==> src/rtl/acc_core_mc_if.sv <==
// Instruction- and data-memory handshake bundle for acc_core_mc.
// The core drives requests through the master modport; memories sit on the slave modport.
interface acc_core_mc_if #(
  parameter int DW = 8,
  parameter int PW = 12
);
  logic          imem_req;
  logic [PW-1:0] imem_addr;
  logic [8:0]    imem_data;
  logic          imem_ack;
  logic          dmem_req;
  logic          dmem_we;
  logic [DW-1:0] dmem_addr;
  logic [DW-1:0] dmem_wdata;
  logic [DW-1:0] dmem_rdata;
  logic          dmem_ack;

  modport master (
    output imem_req, imem_addr,
    input  imem_data, imem_ack,
    output dmem_req, dmem_we, dmem_addr, dmem_wdata,
    input  dmem_rdata, dmem_ack
  );

  modport slave (
    input  imem_req, imem_addr,
    output imem_data, imem_ack,
    input  dmem_req, dmem_we, dmem_addr, dmem_wdata,
    output dmem_rdata, dmem_ack
  );
endinterface

==> src/rtl/acc_core_mc.sv <==
// Multi-cycle accumulator core: FETCH/EXEC/MEM sequencing over req/ack memories,
// 16-entry-style register file, carry/borrow/compare flag and PC-relative branches.
module acc_core_mc #(
  parameter int DW = 8,
  parameter int PW = 12,
  parameter int RN = 16
) (
  input  logic              clk,
  input  logic              start_n,
  input  logic              go,
  acc_core_mc_if.master     bus,
  output logic              busy,
  output logic              done,
  output logic [15:0]       retired
);
  localparam int RW = $clog2(RN);

  typedef enum logic [2:0] {S_IDLE, S_FETCH, S_EXEC, S_MEM, S_HALT} state_t;

  state_t        state, state_nxt;
  logic [PW-1:0] pc, pc_nxt, pc_inc, pc_off;
  logic [DW-1:0] acc, acc_nxt;
  logic          flag, flag_nxt;
  logic [8:0]    ir;
  logic [DW-1:0] regs [RN];
  logic [15:0]   ret_cnt;
  logic          reg_we;

  logic [3:0]    op;
  logic [4:0]    f;
  logic [RW-1:0] ridx;
  logic [DW-1:0] rval, imm;
  logic [PW-1:0] off;
  logic [DW:0]   add_r, addi_r;
  logic          is_mem, go_ok;

  assign op     = ir[8:5];
  assign f      = ir[4:0];
  assign ridx   = f[RW-1:0];
  assign rval   = regs[ridx];
  assign imm    = {{(DW-5){1'b0}}, f};
  assign off    = {{(PW-5){f[4]}}, f};
  assign add_r  = {1'b0, acc} + {1'b0, rval};
  assign addi_r = {1'b0, acc} + {1'b0, imm};
  assign pc_inc = pc + PW'(1);
  assign pc_off = pc + off;
  assign is_mem = (op == 4'h8) || (op == 4'h9);
  assign go_ok  = go && ((state == S_IDLE) || (state == S_HALT));

  always_ff @(posedge clk or negedge start_n) begin
    if (!start_n) state <= S_IDLE;
    else          state <= state_nxt;
  end

  always_comb begin
    state_nxt = state;
    unique case (state)
      S_IDLE:  if (go) state_nxt = S_FETCH;
      S_FETCH: if (bus.imem_ack) state_nxt = S_EXEC;
      S_EXEC: begin
        if (is_mem)            state_nxt = S_MEM;
        else if (op == 4'hF)   state_nxt = S_HALT;
        else                   state_nxt = S_FETCH;
      end
      S_MEM:   if (bus.dmem_ack) state_nxt = S_FETCH;
      S_HALT:  if (go) state_nxt = S_FETCH;
      default: state_nxt = S_IDLE;
    endcase
  end

  always_comb begin
    acc_nxt  = acc;
    flag_nxt = flag;
    pc_nxt   = pc_inc;
    reg_we   = 1'b0;
    unique case (op)
      4'h0: {flag_nxt, acc_nxt} = add_r;
      4'h1: begin
        acc_nxt  = acc - rval;
        flag_nxt = acc < rval;
      end
      4'h2: acc_nxt = acc & rval;
      4'h3: acc_nxt = acc | rval;
      4'h4: acc_nxt = acc ^ rval;
      4'h5: {flag_nxt, acc_nxt} = addi_r;
      4'h6: acc_nxt = acc << f[2:0];
      4'h7: acc_nxt = acc >> f[2:0];
      4'hA: reg_we = 1'b1;
      4'hB: acc_nxt = rval;
      4'hC: if (flag) pc_nxt = pc_off;
      4'hD: pc_nxt = pc_off;
      4'hE: flag_nxt = (acc == rval);
      4'hF: pc_nxt = pc;
      default: ;
    endcase
  end

  always_ff @(posedge clk or negedge start_n) begin
    if (!start_n) begin
      pc      <= '0;
      acc     <= '0;
      flag    <= 1'b0;
      ir      <= '0;
      ret_cnt <= '0;
      for (int unsigned i = 0; i < RN; i++) regs[i] <= '0;
    end else if (go_ok) begin
      pc      <= '0;
      acc     <= '0;
      flag    <= 1'b0;
      ret_cnt <= '0;
    end else begin
      unique case (state)
        S_FETCH: if (bus.imem_ack) ir <= bus.imem_data;
        S_EXEC: if (!is_mem) begin
          pc   <= pc_nxt;
          acc  <= acc_nxt;
          flag <= flag_nxt;
          if (reg_we) regs[ridx] <= acc;
          if (ret_cnt != '1) ret_cnt <= ret_cnt + 16'd1;
        end
        S_MEM: if (bus.dmem_ack) begin
          if (op == 4'h8) acc <= bus.dmem_rdata;
          pc <= pc_inc;
          if (ret_cnt != '1) ret_cnt <= ret_cnt + 16'd1;
        end
        default: ;
      endcase
    end
  end

  // Requests decode straight from the state, so a reset drops them at once and
  // address/data stay frozen for the whole handshake (IR, R[] and ACC cannot change).
  assign bus.imem_req   = (state == S_FETCH);
  assign bus.imem_addr  = pc;
  assign bus.dmem_req   = (state == S_MEM);
  assign bus.dmem_we    = (state == S_MEM) && (op == 4'h9);
  assign bus.dmem_addr  = rval;
  assign bus.dmem_wdata = acc;
  assign busy           = (state == S_FETCH) || (state == S_EXEC) || (state == S_MEM);
  assign done           = (state == S_HALT);
  assign retired        = ret_cnt;
endmodule

==> src/flat_wrapper.sv <==
// flat-port wrapper written by rule: the top's interface ports become plain ports
module acc_core_mc_flat 
#(
  parameter int DW = 8,
  parameter int PW = 12,
  parameter int RN = 16
)
  (clk, start_n, go, busy, done, retired, bus_imem_req, bus_imem_addr, bus_imem_data, bus_imem_ack, bus_dmem_req, bus_dmem_we, bus_dmem_addr, bus_dmem_wdata, bus_dmem_rdata, bus_dmem_ack);
  acc_core_mc_if #(.DW(DW), .PW(PW)) bus_i ();
  input  logic clk;
  input  logic start_n;
  input  logic go;
  output logic busy;
  output logic done;
  output logic [15:0] retired;
  output wire logic [$bits(bus_i.imem_req)-1:0] bus_imem_req;
  output wire logic [$bits(bus_i.imem_addr)-1:0] bus_imem_addr;
  input wire logic [$bits(bus_i.imem_data)-1:0] bus_imem_data;
  input wire logic [$bits(bus_i.imem_ack)-1:0] bus_imem_ack;
  output wire logic [$bits(bus_i.dmem_req)-1:0] bus_dmem_req;
  output wire logic [$bits(bus_i.dmem_we)-1:0] bus_dmem_we;
  output wire logic [$bits(bus_i.dmem_addr)-1:0] bus_dmem_addr;
  output wire logic [$bits(bus_i.dmem_wdata)-1:0] bus_dmem_wdata;
  input wire logic [$bits(bus_i.dmem_rdata)-1:0] bus_dmem_rdata;
  input wire logic [$bits(bus_i.dmem_ack)-1:0] bus_dmem_ack;
  assign bus_imem_req = bus_i.imem_req;
  assign bus_imem_addr = bus_i.imem_addr;
  assign bus_i.imem_data = bus_imem_data;
  assign bus_i.imem_ack = bus_imem_ack;
  assign bus_dmem_req = bus_i.dmem_req;
  assign bus_dmem_we = bus_i.dmem_we;
  assign bus_dmem_addr = bus_i.dmem_addr;
  assign bus_dmem_wdata = bus_i.dmem_wdata;
  assign bus_i.dmem_rdata = bus_dmem_rdata;
  assign bus_i.dmem_ack = bus_dmem_ack;
  acc_core_mc #(.DW(DW), .PW(PW), .RN(RN)) u_core (.clk(clk), .start_n(start_n), .go(go), .bus(bus_i), .busy(busy), .done(done), .retired(retired));
endmodule
==> config.mk <==
export PLATFORM = sky130hd
export DESIGN_NAME = acc_core_mc_flat
export DESIGN_NICKNAME = d
export VERILOG_FILES = /design/src/rtl/acc_core_mc_if.sv /design/src/rtl/acc_core_mc.sv /design/src/flat_wrapper.sv
export SDC_FILE = /design/constraint.sdc
export NUM_CORES = 1
export LEC_CHECK = 0
export ABC_AREA = 1
export BUFFER_PORTS_ARGS = -buffer_cell sky130_fd_sc_hd__buf_2
export CORE_UTILIZATION = 60
export CTS_BUF_LIST = sky130_fd_sc_hd__clkbuf_8
export DETAILED_ROUTE_END_ITERATION = 8
export GPL_TIMING_DRIVEN = 0
export PLACE_DENSITY = 0.91
export RECOVER_POWER = 50
export SLEW_MARGIN = 0
export SYNTH_ARGS = -nofsm -noshare
export SYNTH_HDL_FRONTEND = slang
export SYNTH_SLANG_ARGS = --single-unit
==> constraint.sdc <==
create_clock -name clk -period 4.77 [get_ports clk]
set_input_delay 0.2385 -clock clk [delete_from_list [all_inputs] [get_ports clk]]
set_output_delay 0.2385 -clock clk [all_outputs]
set_load 0.03 [all_outputs]
Yosys cells after proc, flatten, opt, wreduce, memory -nomap -nowiden
Cells that the tools add are included.

word-level totals
  RAM bits = 0
  bits in latches = 0
  memory bits (read-only) = 0
  output and inout port bits = 49
  register bits = 177
  memories kept = 0

operators by class
  divide/modulo/power cells = 0
  add/subtract/negate cells = 6
  reductions and logical operators = 20
  shift-type cells = 2
  $mul = 0
  order comparisons = 3
  multiplexer cells = 34
  bitwise gates (word level) = 6
  equal/unequal tests = 30

operators by type and width
  cell                                                     count
  bitwise mux 128 bit                                      1
  one-hot mux 8 bit (9 select lines)                       1
  2-to-1 mux 16 bit                                        4
  2-to-1 mux 8 bit                                         7
  2-to-1 mux 12 bit                                        4
  one-hot mux 12 bit (3 select lines)                      1
  binary-select mux 8 bit (select 4 bit)                   1
  demux 8 bit (select 4 bit)                               1
  == test 4 bit, second input constant                     8
  one-hot mux 16 bit (2 select lines)                      1
  one-hot mux 12 bit (2 select lines)                      1
  adder 16 x 1 -> 16 bit, second input constant            1
  == test 4 x 3 -> 1 bit, second input constant            4
  inequality test 16 bit, second input constant            1
  one-hot mux 8 bit (2 select lines)                       1
  2-to-1 mux 3 bit                                         5
  adder 12 x 1 -> 12 bit, second input constant            1
  adder 12 bit                                             1
  one-hot mux 3 bit (4 select lines)                       1
  AND reduction 3 bit                                      4
  inequality test 11 x 10 -> 1 bit, second input constant  1
  adder 8 x 5 -> 9 bit                                     1
  adder 8 x 8 -> 9 bit                                     1
  AND 8 bit                                                1
  other kinds (33)                                         48

Longest topological paths before layout
Gate-level depths: netlist of run 1.

  depth after elaboration = 9
  gate-level depth with buffers = 24
  gate-level depth less buffers = 22

Worst setup path after synthesis of run 1
No wires, ideal clock.

  path kind = register to register
  start point = register u_core.ir[1]
  end point = register u_core.acc[6], in the netlist u_core.bus.dmem_wdata[6]
  arrival time = 2.905 ns
  library setup time = 0.116 ns
  clock period less this slack = 3.021 ns
  buffers on the path = 2
  setup slack = 1.749 ns
  stages on the path, launching flop included = 24
  cells stage by stage = dfrtp_1 buf_6 nand2_1 inv_2 buf_6 a22oi_1 nand2_1 nand2_1 nand2_1 nor2_2 inv_2 ha_1 fa_1 nand3_1 nand3_1 nand2_1 nand2_1 a21oi_1 xor2_1 nand2_1 nand2_1 nand2_1 nand2_1 nand2_1

on the way
  cells in the longest elaborated chain, start to end = 9
  elaborated cells on any way between the ends = 16
  those cells by class = add/sub: 3; shift: 2; mux: 7; bitwise: 4

ends and longest elaborated chain
  element                                                          line                                  text
  from (decl)                                                      acc_core_mc.sv:24                     logic [8:0] ir;
  from (signal assigned)                                           acc_core_mc.sv:113                    S_FETCH: if (bus.imem_ack) ir <= bus.imem_data;
  inverter 4 -> 5 bit (implied by the code) (*)                    acc_core_mc.sv:40                     assign rval = regs[ridx];
  binary-select mux 8 bit (select 4 bit) (*)                       acc_core_mc.sv:40
  2-to-1 mux 8 bit (implied by the code) (*) (2 in series)         acc_core_mc.sv:40
  named net bus_dmem_addr[0]                                       flat_wrapper.sv:22                    output wire logic [$bits(bus_i.dmem_addr)-1:0] bus_dmem_addr;
  subtractor 8 bit / adder 8 x 8 -> 9 bit (equally long branches)  acc_core_mc.sv:79, acc_core_mc.sv:43
  one-hot mux 8 bit (9 select lines) (*)                           acc_core_mc.sv:76                     unique case (op)
  2-to-1 mux 8 bit (*)                                             acc_core_mc.sv:114                    S_EXEC: if (!is_mem) begin
  one-hot mux 8 bit (2 select lines) (*)                           acc_core_mc.sv:112                    unique case (state)
  2-to-1 mux 8 bit (*)                                             acc_core_mc.sv:106                    end else if (go_ok) begin
  to (signal assigned)                                             acc_core_mc.sv:116                    acc <= acc_nxt;
  to (signal assigned)                                             acc_core_mc.sv:122                    if (op == 4'h8) acc <= bus.dmem_rdata;
  to (decl)                                                        acc_core_mc.sv:22                     logic [DW-1:0] acc, acc_nxt;

Mark *: on every way through the listed nets, which the timed path passes. The rest lies on a longest branch. The select of a mux whose other input is x is not followed.
A chain may end at the register's enable or synchronous reset.

Worst setup path after layout of run 1
  start point = register u_core.ir[0]
  end point = register u_core.acc[6], in the netlist u_core.bus.dmem_wdata[6]

on the way
  cells in the longest elaborated chain, start to end = 9
  elaborated cells on any way between the ends = 16
  those cells by class = add/sub: 3; shift: 2; mux: 7; bitwise: 4

ends and longest elaborated chain
  element                                               line                text
  inverter 4 -> 5 bit (implied by the code)             acc_core_mc.sv:40
  binary-select mux 8 bit (select 4 bit)                acc_core_mc.sv:40
  2-to-1 mux 8 bit (implied by the code) (2 in series)  acc_core_mc.sv:40
  subtractor 8 bit (tied with other cells)              acc_core_mc.sv:79   acc_nxt = acc - rval;
  one-hot mux 8 bit (9 select lines) (*)                acc_core_mc.sv:76
  2-to-1 mux 8 bit (*)                                  acc_core_mc.sv:114
  one-hot mux 8 bit (2 select lines) (*)                acc_core_mc.sv:112
  2-to-1 mux 8 bit (*)                                  acc_core_mc.sv:106

Mark *: on every way between the ends. The rest lies on a longest branch, timed or not. The select of a mux whose other input is x is not followed.

==> results of run 1 <==
final timing paths:
check	from	to	slack (ns)	cells past startpoint
max in group asynchronous	start_n	u_core.retired[7]	1.76	3
min in group asynchronous	start_n	u_core.regs[56]	0.30	2
hold / removal	bus_imem_data[7]	u_core.ir[7]	0.03	3
setup / recovery	u_core.ir[0]	u_core.bus.dmem_wdata[6]	0.98	24
hold reg to reg	u_core.regs[101]	u_core.regs[101]	0.50	2
setup reg to reg	u_core.ir[0]	u_core.bus.dmem_wdata[6]	0.98	24
kinds of logic after synthesis:
family          after synthesis  share of synthesized area [%]
simple gates                700                           27.2
compound gates              340                           17.6
mux                           2                          0.208
flops                       177                           41.0
xor+xnor                     15                           1.22
fa+ha+maj                    51                           6.18
buf+inv                     166                           6.65
worst register-to-register path: stages, from the launching register on:
cell and delay, ns:
dfrtp_1 0.44, buf_4 0.20, inv_4 0.14, nor2_4 0.11, buf_2 0.25, a22oi_1 0.24
nand2_1 0.12, nand2_1 0.12, nand2_1 0.09, nor2_2 0.19, inv_2 0.11, ha_1 0.26
fa_1 0.42, o21bai_1 0.16, nand2_1 0.07, nand2_1 0.14, nand2_1 0.09, nand2_1 0.07
nand2_1 0.04, nand3_1 0.10, nand4_1 0.10, nand2_1 0.08, nand2_1 0.04, nand2_1 0.05
nand2_1 0.05
sequential cells by signal (all words and copies together), names as in the netlist:
name                   cells
u_core.flag                1
u_core.retired            16
u_core.bus.dmem_wdata      8
u_core.regs              128
u_core.bus.imem_addr      12
u_core.state               3
u_core.ir                  9
cell type report:
cell class	instances	share of cell area, %
multi-input cells	1108	47.7
flip-flops and latches	177	37.3
inverters	109	3.49
repair buffers	77	3.33
plain buffers	57	2.56
well taps	225	2.37
clock buffers	17	1.97
clock inverters	15	1.27
metal layers:
metal | wire (um) | part of all wire, %
met5 | 0 | 0
met4 | 1830 | 5.5
met3 | 2980 | 9.0
met2 | 15000 | 46
met1 | 13200 | 40
power by group through the flow:
| stage | registers, W | clock network, W | logic, W |
|---|---|---|---|
| floorplan | 0.00197 | 0 | 0.00209 |
| global placement | 0.00190 | 0 | 0.00303 |
| detailed placement | 0.00191 | 0 | 0.00310 |
| CTS | 0.00188 | 0.00104 | 0.00314 |
| global route | 0.00191 | 0.00110 | 0.00348 |
| finish | 0.00190 | 0.00104 | 0.00321 |
layout by cell type (no fill, tap or decap), types with 6 or more instances in the layout:
| master | instances |
|---|---|
| a21oi_1 | 52 |
| nor2_2 | 10 |
| clkbuf_8 | 17 |
| inv_1 | 95 |
| buf_2 | 75 |
| buf_4 | 6 |
| inv_8 | 6 |
| a22oi_1 | 40 |
| nand2_1 | 468 |
| xor2_1 | 10 |
| dlygate4sd3_1 | 6 |
| nor3_1 | 13 |
| inv_2 | 7 |
| o21ai_0 | 196 |
| nor2_1 | 101 |
| or2_2 | 6 |
| nand4_1 | 20 |
| clkbuf_1 | 41 |
| nand3_1 | 58 |
| dfrtp_1 | 177 |
| o21ai_1 | 15 |
| ha_1 | 47 |
| clkinv_1 | 6 |
through the flow:
stage          hold WS, ns  std cells
6_report            0.0255       1785
5_1_grt             0.0220       1785
4_1_cts           0.000320       1784
3_5_place_dp         0.272       1747
3_3_place_gp         0.465       1746
2_1_floorplan      -0.0571       1451
==> impl_metrics.py, run 1 <==
metrics = {
    "drt": {
        "routed_via_density": 6.09,
        "routed_wl_um": 33000,
        "drt_pass1_iterations": 6,
        "route.detailed.drc": 0,
        "num_vias": 10900,
        "initialDrtViolationCount": 1288,
        "postRouteAntennaNets": 0,
        "wl_per_cell_um": 18.5,
    },
    "clocking": {
        "cts_setup_buffers": 0,
        "htree_levels": 4,
        "clk_pin_slew_ns": 0.10,
        "cts_resized": 0,
        "cts_tree": "built",
        "cts_sinks": 177,
        "insertion_delay_ns": 0.49,
        "cts-hold-fix-buffers": 5,
        "numCtsBuffers": 17,
        "clockRootBuffer": "clkbuf_8",
        "cts_buffer_depth": 2,
    },
    "floorplan": {
        "io_pins": 71,
        "dieArea_sq_mm": 0.0186,
        "rows": 48,
        "fp.dieW_um": 136,
        "chipHeight_um": 136,
        "core_region_area_sq_mm": 0.0174,
        "initial_core_util_pct": 62.0,
    },
    "global_route": {
        "use_met1_pct": 48.4,
        "grt_pass1_vias": 10300,
        "grt_overflow": 0,
        "grt_max_degree": 95,
        "grt_use_total_pct": 37.0,
        "grt.met3_usage_pct": 6.11,
        "grt_pass1_wl_um": 52200,
        "antenna_found_initial": 0,
        "grtUsageMet2_pct": 58.4,
        "grt_busiest_layer": "met2",
    },
    "cells_and_area": {
        "fillerInstances": 1424,
        "finish.instance_area_sq_mm": 0.0119,
        "regArea_sq_mm": 0.00443,
        "num_antenna_cells": 0,
        "multi_input_area_sq_mm": 0.00566,
        "fin_util_pct": 68.1,
        "areaGrowthSynthToFinish_pct": 9.82,
        "nets": 1620,
        "drive_above_1_share_pct": 10.4,
    },
    "critical_path": {
        "critPathLaunchType": "register",
        "critPathMaxStageDelay_ns": 0.44,
        "crit_type": "reg2reg",
        "worstPathCellList": "buf_4, inv_4, nor2_4, buf_2, a22oi_1, nand2_1, nand2_1, nand2_1, nor2_2, inv_2, ha_1, fa_1, o21bai_1, nand2_1, nand2_1, nand2_1, nand2_1, nand2_1, nand3_1, nand4_1, nand2_1, nand2_1, nand2_1, nand2_1",
        "cp_slowest_cell": "dfrtp_1",
        "path_common_cell": "nand2_1",
        "crit_family": "simple AND/OR/NAND/NOR gates",
        "cp_num_buf_inv": 4,
        "worst_ep_required_time_ns": 5.15,
        "endpoint_kind": "register",
        "arrival_ns": 4.17,
        "critPathMaxFanout": 10,
    },
    "logic_synthesis": {
        "netlist_area_sq_mm": 0.0108,
        "synth_top_area_share_pct": 41.0,
        "synth_edf_count": 0,
        "syn-num-nets": 1524,
        "synthDistinctLibCells": 54,
        "yosysSeqAreaShare_pct": 41.0,
        "syn_avg_cell_area_sq_um": 7.45,
        "synth_largest_area_cell": "dfrtp_1",
        "async_flop_share_pct": 100,
        "ys_top_cells_by_count": "nand2_1 (468), o21ai_0 (196), dfrtp_1 (177)",
        "ys_top_cells_by_area": "dfrtp_1 (41%), nand2_1 (16%), o21ai_0 (9.1%)",
        "ys_warn_count": 0,
        "ys.flop_type": "dfrtp_1",
        "synthCells": 1451,
        "ys_seq_elements": 177,
        "yosysMostFrequentCell": "nand2_1",
    },
    "timing": {
        "hold_viol": 0,
        "skew_ns": 0.0182,
        "finalSetupViolCount": 0,
        "rsz0062_at_grt": "false",
        "drv_slew": 95,
        "setup_ws_ns": 0.982,
        "min_period_over_period_pct": 79.4,
        "tightest_slew_ns": 2.34,
        "slew_headroom_pct": -56.2,
        "clock.fmax_mhz": 264,
        "finalSetupTns_ns": 0,
        "period_needed_ns": 3.79,
    },
    "flow_run": {
        "cap_violations": 1,
    },
    "place": {
        "port-buffer-count": 70,
        "gp_routability_congestion": 0.982,
        "postPlaceCellArea_sq_mm": 0.0115,
        "place_hpwl_um": 23500,
        "pre_cts_ws_ns": 1.17,
    },
    "status": {
        "violations": "max-capacitance violations, max-slew violations",
        "status": "finished with violations",
    },
    "power_and_ir_drop": {
        "power.internal_w": 0.00298,
        "max-vdd-ir-drop_v": 0.000436,
        "pwr-share-seq_pct": 30.9,
        "power_w": 0.00615,
        "comb_power_share_pct": 52.2,
        "p_clk_share_pct": 17.0,
        "leakage_nw": 5.83,
        "power_switching_w": 0.00317,
        "swShare_pct": 51.5,
        "powerDensity_mw_per_mm2": 518,
    },
    "hold_path": {
        "hold_class": "in2reg",
    },
}
No activity file was read; power rests on OpenSTA's default activity.
==> inputs of run 2 (changes only) <==
- clock period: 4.77 -> 3.96 ns (I/O delays scaled with it)
==> run 2 against run 1 <==
The flow still finishes with violations (max-capacitance violations, max-slew violations). Flip-flop and latch count unchanged. Sequential share of layout area decreased by 0.10 points. Clock power increased by 20%. Utilization rose by 0.19 points. Register-to-register slack worse by 0.78 ns. Routed wire length up 1.8%. Critical endpoint unchanged.
==> impl_metrics.py, run 2 (same netlist as run 1, synthesis figures left out) <==
metrics = {
    "clocking": {
        "cts_buffer_depth": 2,
        "cts_sinks": 177,
        "clk_pin_slew_ns": 0.10,
        "cts_setup_buffers": 0,
        "htree_levels": 4,
        "numCtsBuffers": 17,
        "clockRootBuffer": "clkbuf_8",
        "insertion_delay_ns": 0.48,
        "cts_tree": "built",
    },
    "drt": {
        "num_vias": 10900,
        "initialDrtViolationCount": 1195,
        "routed_via_density": 6.09,
        "routed_wl_um": 33600,
        "route.detailed.drc": 0,
        "postRouteAntennaNets": 0,
        "drt_pass1_iterations": 6,
        "wl_per_cell_um": 18.8,
    },
    "critical_path": {
        "critPathLaunchType": "register",
        "worstPathCellList": "buf_4, inv_4, nor2_4, buf_2, a22oi_1, nand2_1, nand2_1, nand2_1, nor2_2, inv_2, ha_1, fa_1, o21bai_1, nand2_1, nand2_1, nand2_1, nand2_1, nand2_1, nand3_1, nand4_1, nand2_1, nand2_1, nand2_1, nand2_1",
        "cp_slowest_cell": "dfrtp_1",
        "worst_ep_required_time_ns": 4.33,
        "critPathMaxStageDelay_ns": 0.44,
        "path_common_cell": "nand2_1",
        "worstSetupStartpoint": "u_core.ir[0]",
        "arrival_ns": 4.13,
        "worstReg2RegStart": "u_core.ir[0]",
        "endpoint_kind": "register",
        "critPathMaxFanout": 10,
        "crit_type": "reg2reg",
    },
    "global_route": {
        "grt.met3_usage_pct": 6.67,
        "grt_pass1_wl_um": 52900,
        "antenna_found_initial": 0,
        "grt_busiest_layer": "met2",
        "use_met1_pct": 48.5,
        "grt_use_total_pct": 37.6,
        "grt_pass1_vias": 10400,
        "grt_max_degree": 95,
        "grtUsageMet2_pct": 59.7,
        "grt_overflow": 0,
    },
    "timing": {
        "worst_hold_slack_ns": 0.0532,
        "rsz0062_at_grt": "false",
        "setup_ws_ns": 0.203,
        "slew_headroom_pct": -37.6,
        "hold_viol": 0,
        "skew_ns": 0.0164,
        "min_period_over_period_pct": 94.9,
        "clock.fmax_mhz": 266,
        "period_needed_ns": 3.76,
        "tightest_slew_ns": 2.06,
        "drv_slew": 85,
        "finalSetupViolCount": 0,
    },
    "floorplan": {
        "io_pins": 71,
        "initial_core_util_pct": 62.0,
        "dieArea_sq_mm": 0.0186,
        "rows": 48,
        "core_region_area_sq_mm": 0.0174,
        "chipHeight_um": 136,
        "fp.dieW_um": 136,
    },
    "hold_path": {
        "hold_class": "in2reg",
        "min_from": "bus_dmem_ack",
    },
    "power_and_ir_drop": {
        "leakage_nw": 5.84,
        "powerDensity_mw_per_mm2": 624,
        "max-vdd-ir-drop_v": 0.000527,
    },
    "place": {
        "place_hpwl_um": 23500,
        "gp_routability_congestion": 0.982,
        "pre_cts_ws_ns": 0.360,
        "port-buffer-count": 70,
    },
    "cells_and_area": {
        "areaGrowthSynthToFinish_pct": 10.1,
        "num_antenna_cells": 0,
        "final_cell_mix": "nand2_1 (468), o21ai_0 (196), dfrtp_1 (177), nor2_1 (101), inv_1 (95)",
        "final_common_cell": "nand2_1",
        "drive_above_1_share_pct": 10.4,
        "regMostFlops": "u_core.regs",
        "largest_reg_flops": 128,
        "nets": 1624,
    },
    "status": {
        "violations": "max-capacitance violations, max-slew violations",
        "status": "finished with violations",
    },
    "flow_run": {
        "cap_violations": 1,
    },
}
## run 2: per-stage QoR
step           total power [W]  cells  setup TNS (ns)  util (%)  area (sq um)
2_1_floorplan          0.00490   1451               0         -         10800
3_3_place_gp           0.00594   1746          -11.47      65.7         11400
3_5_place_dp           0.00604   1747               0      65.9         11500
4_1_cts                0.00731   1789               0      68.7         12000
5_1_grt                0.00784   1789               0      68.3         11900
6_report               0.00742   1789               0      68.3         11900
## run 2: critical path: cells and delay by family (launching register included)
family	cells	cell delay, ns
buffers and inverters	4	0.69
AOI/OAI and AO/OA	2	0.39
DFF	1	0.44
adders and majority gates	2	0.68
and+or+nand+nor	16	1.44
## run 2: metal layers
| metal | wire, um | share of wire, % | up-vias |
|---|---|---|---|
| li1 | - | - | 5013 |
| met1 | 13200 | 39 | 5104 |
| met2 | 15500 | 46 | 669 |
| met3 | 3200 | 9.5 | 114 |
| met4 | 1680 | 5.0 | 0 |
| met5 | 0 | 0 | - |
## run 2: path summary, 6_finish.rpt
path	endpoint	depth (start not counted)	slack (ns)
worst max-delay path	u_core.bus.dmem_wdata[6]	24	0.20
max in group asynchronous	u_core.retired[12]	3	0.80
worst min-delay path	u_core.state[1]	4	0.05
worst max register to register	u_core.bus.dmem_wdata[6]	24	0.20
worst min register to register	u_core.regs[117]	2	0.50
min in group asynchronous	u_core.regs[61]	2	0.81
## run 2: final cells by class
class / count / area (sq um)
multi-input combinational: 1108 / 5660
clock inverter: 15 / 150
timing repair buffer: 81 / 428
sequential: 177 / 4430
tap: 225 / 282
inverter: 109 / 414
fill: 1419 / 5520
clock buffer: 17 / 234
buffer: 57 / 304
## run 2: timing repair
action | 4_1_cts | 5_1_grt
hold buffers | 10 | 0
gates resized for setup | 0 | 0
endpoints found under the hold margin | 92 | 0
setup endpoints to repair | 0 | 0
## run 2: power by group
group          internal (W)  leakage [nW]  switching [W]
clock              0.000469         0.195       0.000777
sequential          0.00201          2.42       0.000277
combinational       0.00111          3.22        0.00278
==> inputs of run 3 (changes only) <==
- RECOVER_POWER: 50 -> 25
- REMOVE_ABC_BUFFERS: not set -> 1
==> run 3 against run 2 <==
The flow still finishes with violations (max-capacitance violations, max-slew violations). Sequential power increased by 5%. Setup slack improved by 0.019 ns. Power decreased by 2.0%. Largest cell class unchanged.
==> impl_metrics.py, run 3 (same netlist as run 1, synthesis figures left out) <==
metrics = {
    "critical_path": {
        "critPathLaunchType": "register",
        "worstReg2RegStart": "u_core.ir[0]",
        "worstPathCellList": "nor2_2, a22oi_1, nand2_1, nand2_1, nand2_1, nor2_2, ha_1, clkinv_1, a21oi_1, o21a_1, nand3_1, nand3_1, nand4_1, nand2_1, nand2_1, nand2_1, nand2_1",
        "endpoint_kind": "register",
        "crit_type": "reg2reg",
        "cp_slowest_cell": "nor2_2",
        "critPathMaxStageDelay_ns": 0.67,
        "cp_num_buf_inv": 1,
        "crit_family": "simple AND/OR/NAND/NOR gates",
        "rrSetupSlack_ns": 0.22,
        "critPathMaxFanout": 27,
        "arrival_ns": 4.11,
        "rr_worst_depth": 17,
        "rr_endpoint": "u_core.bus.dmem_wdata[7]",
        "path_common_cell": "nand2_1",
        "worst_ep_required_time_ns": 4.34,
    },
    "drt": {
        "postRouteAntennaNets": 0,
        "route.detailed.drc": 0,
        "num_vias": 10500,
        "drt_pass1_iterations": 8,
        "initialDrtViolationCount": 1303,
        "routed_via_density": 6.03,
        "routed_wl_um": 30600,
        "wl_per_cell_um": 17.6,
    },
    "place": {
        "place_hpwl_um": 20000,
        "gp_routability_congestion": 1.00,
        "port-buffer-count": 70,
    },
    "cells_and_area": {
        "areaGrowthSynthToFinish_pct": 8.45,
        "final_cell_mix": "nand2_1 (468), o21ai_0 (196), dfrtp_1 (175), nor2_1 (99), inv_1 (97)",
        "largest_reg_flops": 128,
        "num_antenna_cells": 0,
        "drive_above_1_share_pct": 9.93,
        "nets": 1571,
        "final_common_cell": "nand2_1",
        "regMostFlops": "u_core.regs",
    },
    "status": {
        "violations": "max-capacitance violations, max-slew violations",
        "status": "finished with violations",
    },
    "hold_path": {
        "hold_class": "in2reg",
        "hold_path_depth": 4,
        "whs_endpoint": "u_core.state[1]",
        "min_from": "bus_dmem_ack",
    },
    "floorplan": {
        "core_region_area_sq_mm": 0.0174,
        "initial_core_util_pct": 62.0,
        "fp.dieW_um": 136,
        "io_pins": 71,
        "dieArea_sq_mm": 0.0186,
        "rows": 48,
        "chipHeight_um": 136,
    },
    "global_route": {
        "grt_pass1_vias": 9835,
        "grt_max_degree": 102,
        "grt_pass1_wl_um": 49100,
        "antenna_found_initial": 0,
        "grt_overflow": 0,
        "grt_use_total_pct": 34.1,
    },
    "clocking": {
        "numCtsBuffers": 17,
        "cts_sinks": 177,
        "clockRootBuffer": "clkbuf_8",
        "cts_buffer_depth": 2,
        "cts_tree": "built",
        "clk_pin_slew_ns": 0.10,
        "htree_levels": 4,
        "insertion_delay_ns": 0.48,
    },
    "timing": {
        "slew_headroom_pct": -22.3,
        "clock.fmax_mhz": 268,
        "drv_slew": 78,
        "period_needed_ns": 3.74,
        "tightest_slew_ns": 1.83,
        "finalSetupTns_ns": 0,
        "skew_ns": 0.0116,
        "rsz0062_at_grt": "false",
        "finalSetupViolCount": 0,
        "min_period_over_period_pct": 94.4,
        "hold_viol": 0,
    },
    "power_and_ir_drop": {
        "max-vdd-ir-drop_v": 0.000579,
        "leakage_nw": 5.80,
        "powerDensity_mw_per_mm2": 621,
        "power_w": 0.00727,
    },
    "flow_run": {
        "cap_violations": 1,
    },
}
## run 3: cell types whose count changed in the layout (fill, tap and decap cells not counted), sizes merged
| cell | delta |
|---|---|
| buf | -16 |
| bufinv | +3 |
| clkbuf | -39 |
| clkinvlp | -2 |
| inv | -2 |
| nor2 | +2 |
## run 3: metal layers
layer	vias up	track usage, %	part of all wire [%]
met5	-	0	0
met4	0	16.2	3.4
met3	77	6.19	9.7
met2	603	54.2	46
met1	4884	45.1	41
li1	4891	-	-
## run 3: final cells by class
cell class                 instances  area (sq um)
fill                            1385          5700
multi-input combinational       1110          5690
sequential                       177          4440
timing repair buffer              83           490
inverter                         109           424
tap                              225           282
clock buffer                      17           234
clock inverter                    14           166
## run 3: timing repair
action / in CTS / in global routing
setup endpoints to repair: 7 / 7
gates cloned: 1 / 1
buffers inserted: 0 / 1
resized for setup: 3 / 9
hold buffers: 10 / 0
endpoints found under the hold margin: 85 / 0
pin swaps: 1 / 1
## run 3: where the power goes
part,total [W],switching (W),internal [W]
Sequential,0.00241,0.000396,0.00201
Combinational,0.00356,0.00254,0.00102
Clock,0.00130,0.000681,0.000622
## run 3: stage by stage
stage          setup slack, ns  hold WS (ns)  std cells  utilization [%]  area, sq um
2_1_floorplan           0.0710       -0.0976       1394                -        10500
3_3_place_gp             -1.44         0.429       1689             63.9        11100
3_5_place_dp            -0.344         0.209       1691             64.3        11200
4_1_cts                  0.143       0.00700       1733             67.3        11700
5_1_grt                 0.0323        0.0611       1735             67.3        11700
6_report                 0.222        0.0514       1735             67.3        11700
## run 3: tightest hold or removal path, delay by kind of cell
family,cells,cell delay (ns)
compound gates,1,0.08
simple gates,1,0.05
buf+inv,2,0.16
## run 3: worst max path at each step
stage | cells after the start | endpoint | slack [ns] | from
after floorplan | 19 | u_core.bus.dmem_wdata[7] | 0.07 | u_core.ir[1]
after global placement | 18 | u_core.bus.dmem_wdata[7] | -1.44 | u_core.ir[1]
after detailed placement | 19 | u_core.bus.dmem_wdata[7] | -0.34 | u_core.ir[1]
after CTS | 19 | u_core.bus.dmem_wdata[7] | 0.14 | u_core.ir[1]
after global routing | 19 | u_core.bus.dmem_wdata[7] | 0.03 | u_core.ir[0]
final | 17 | u_core.bus.dmem_wdata[7] | 0.22 | u_core.ir[0]
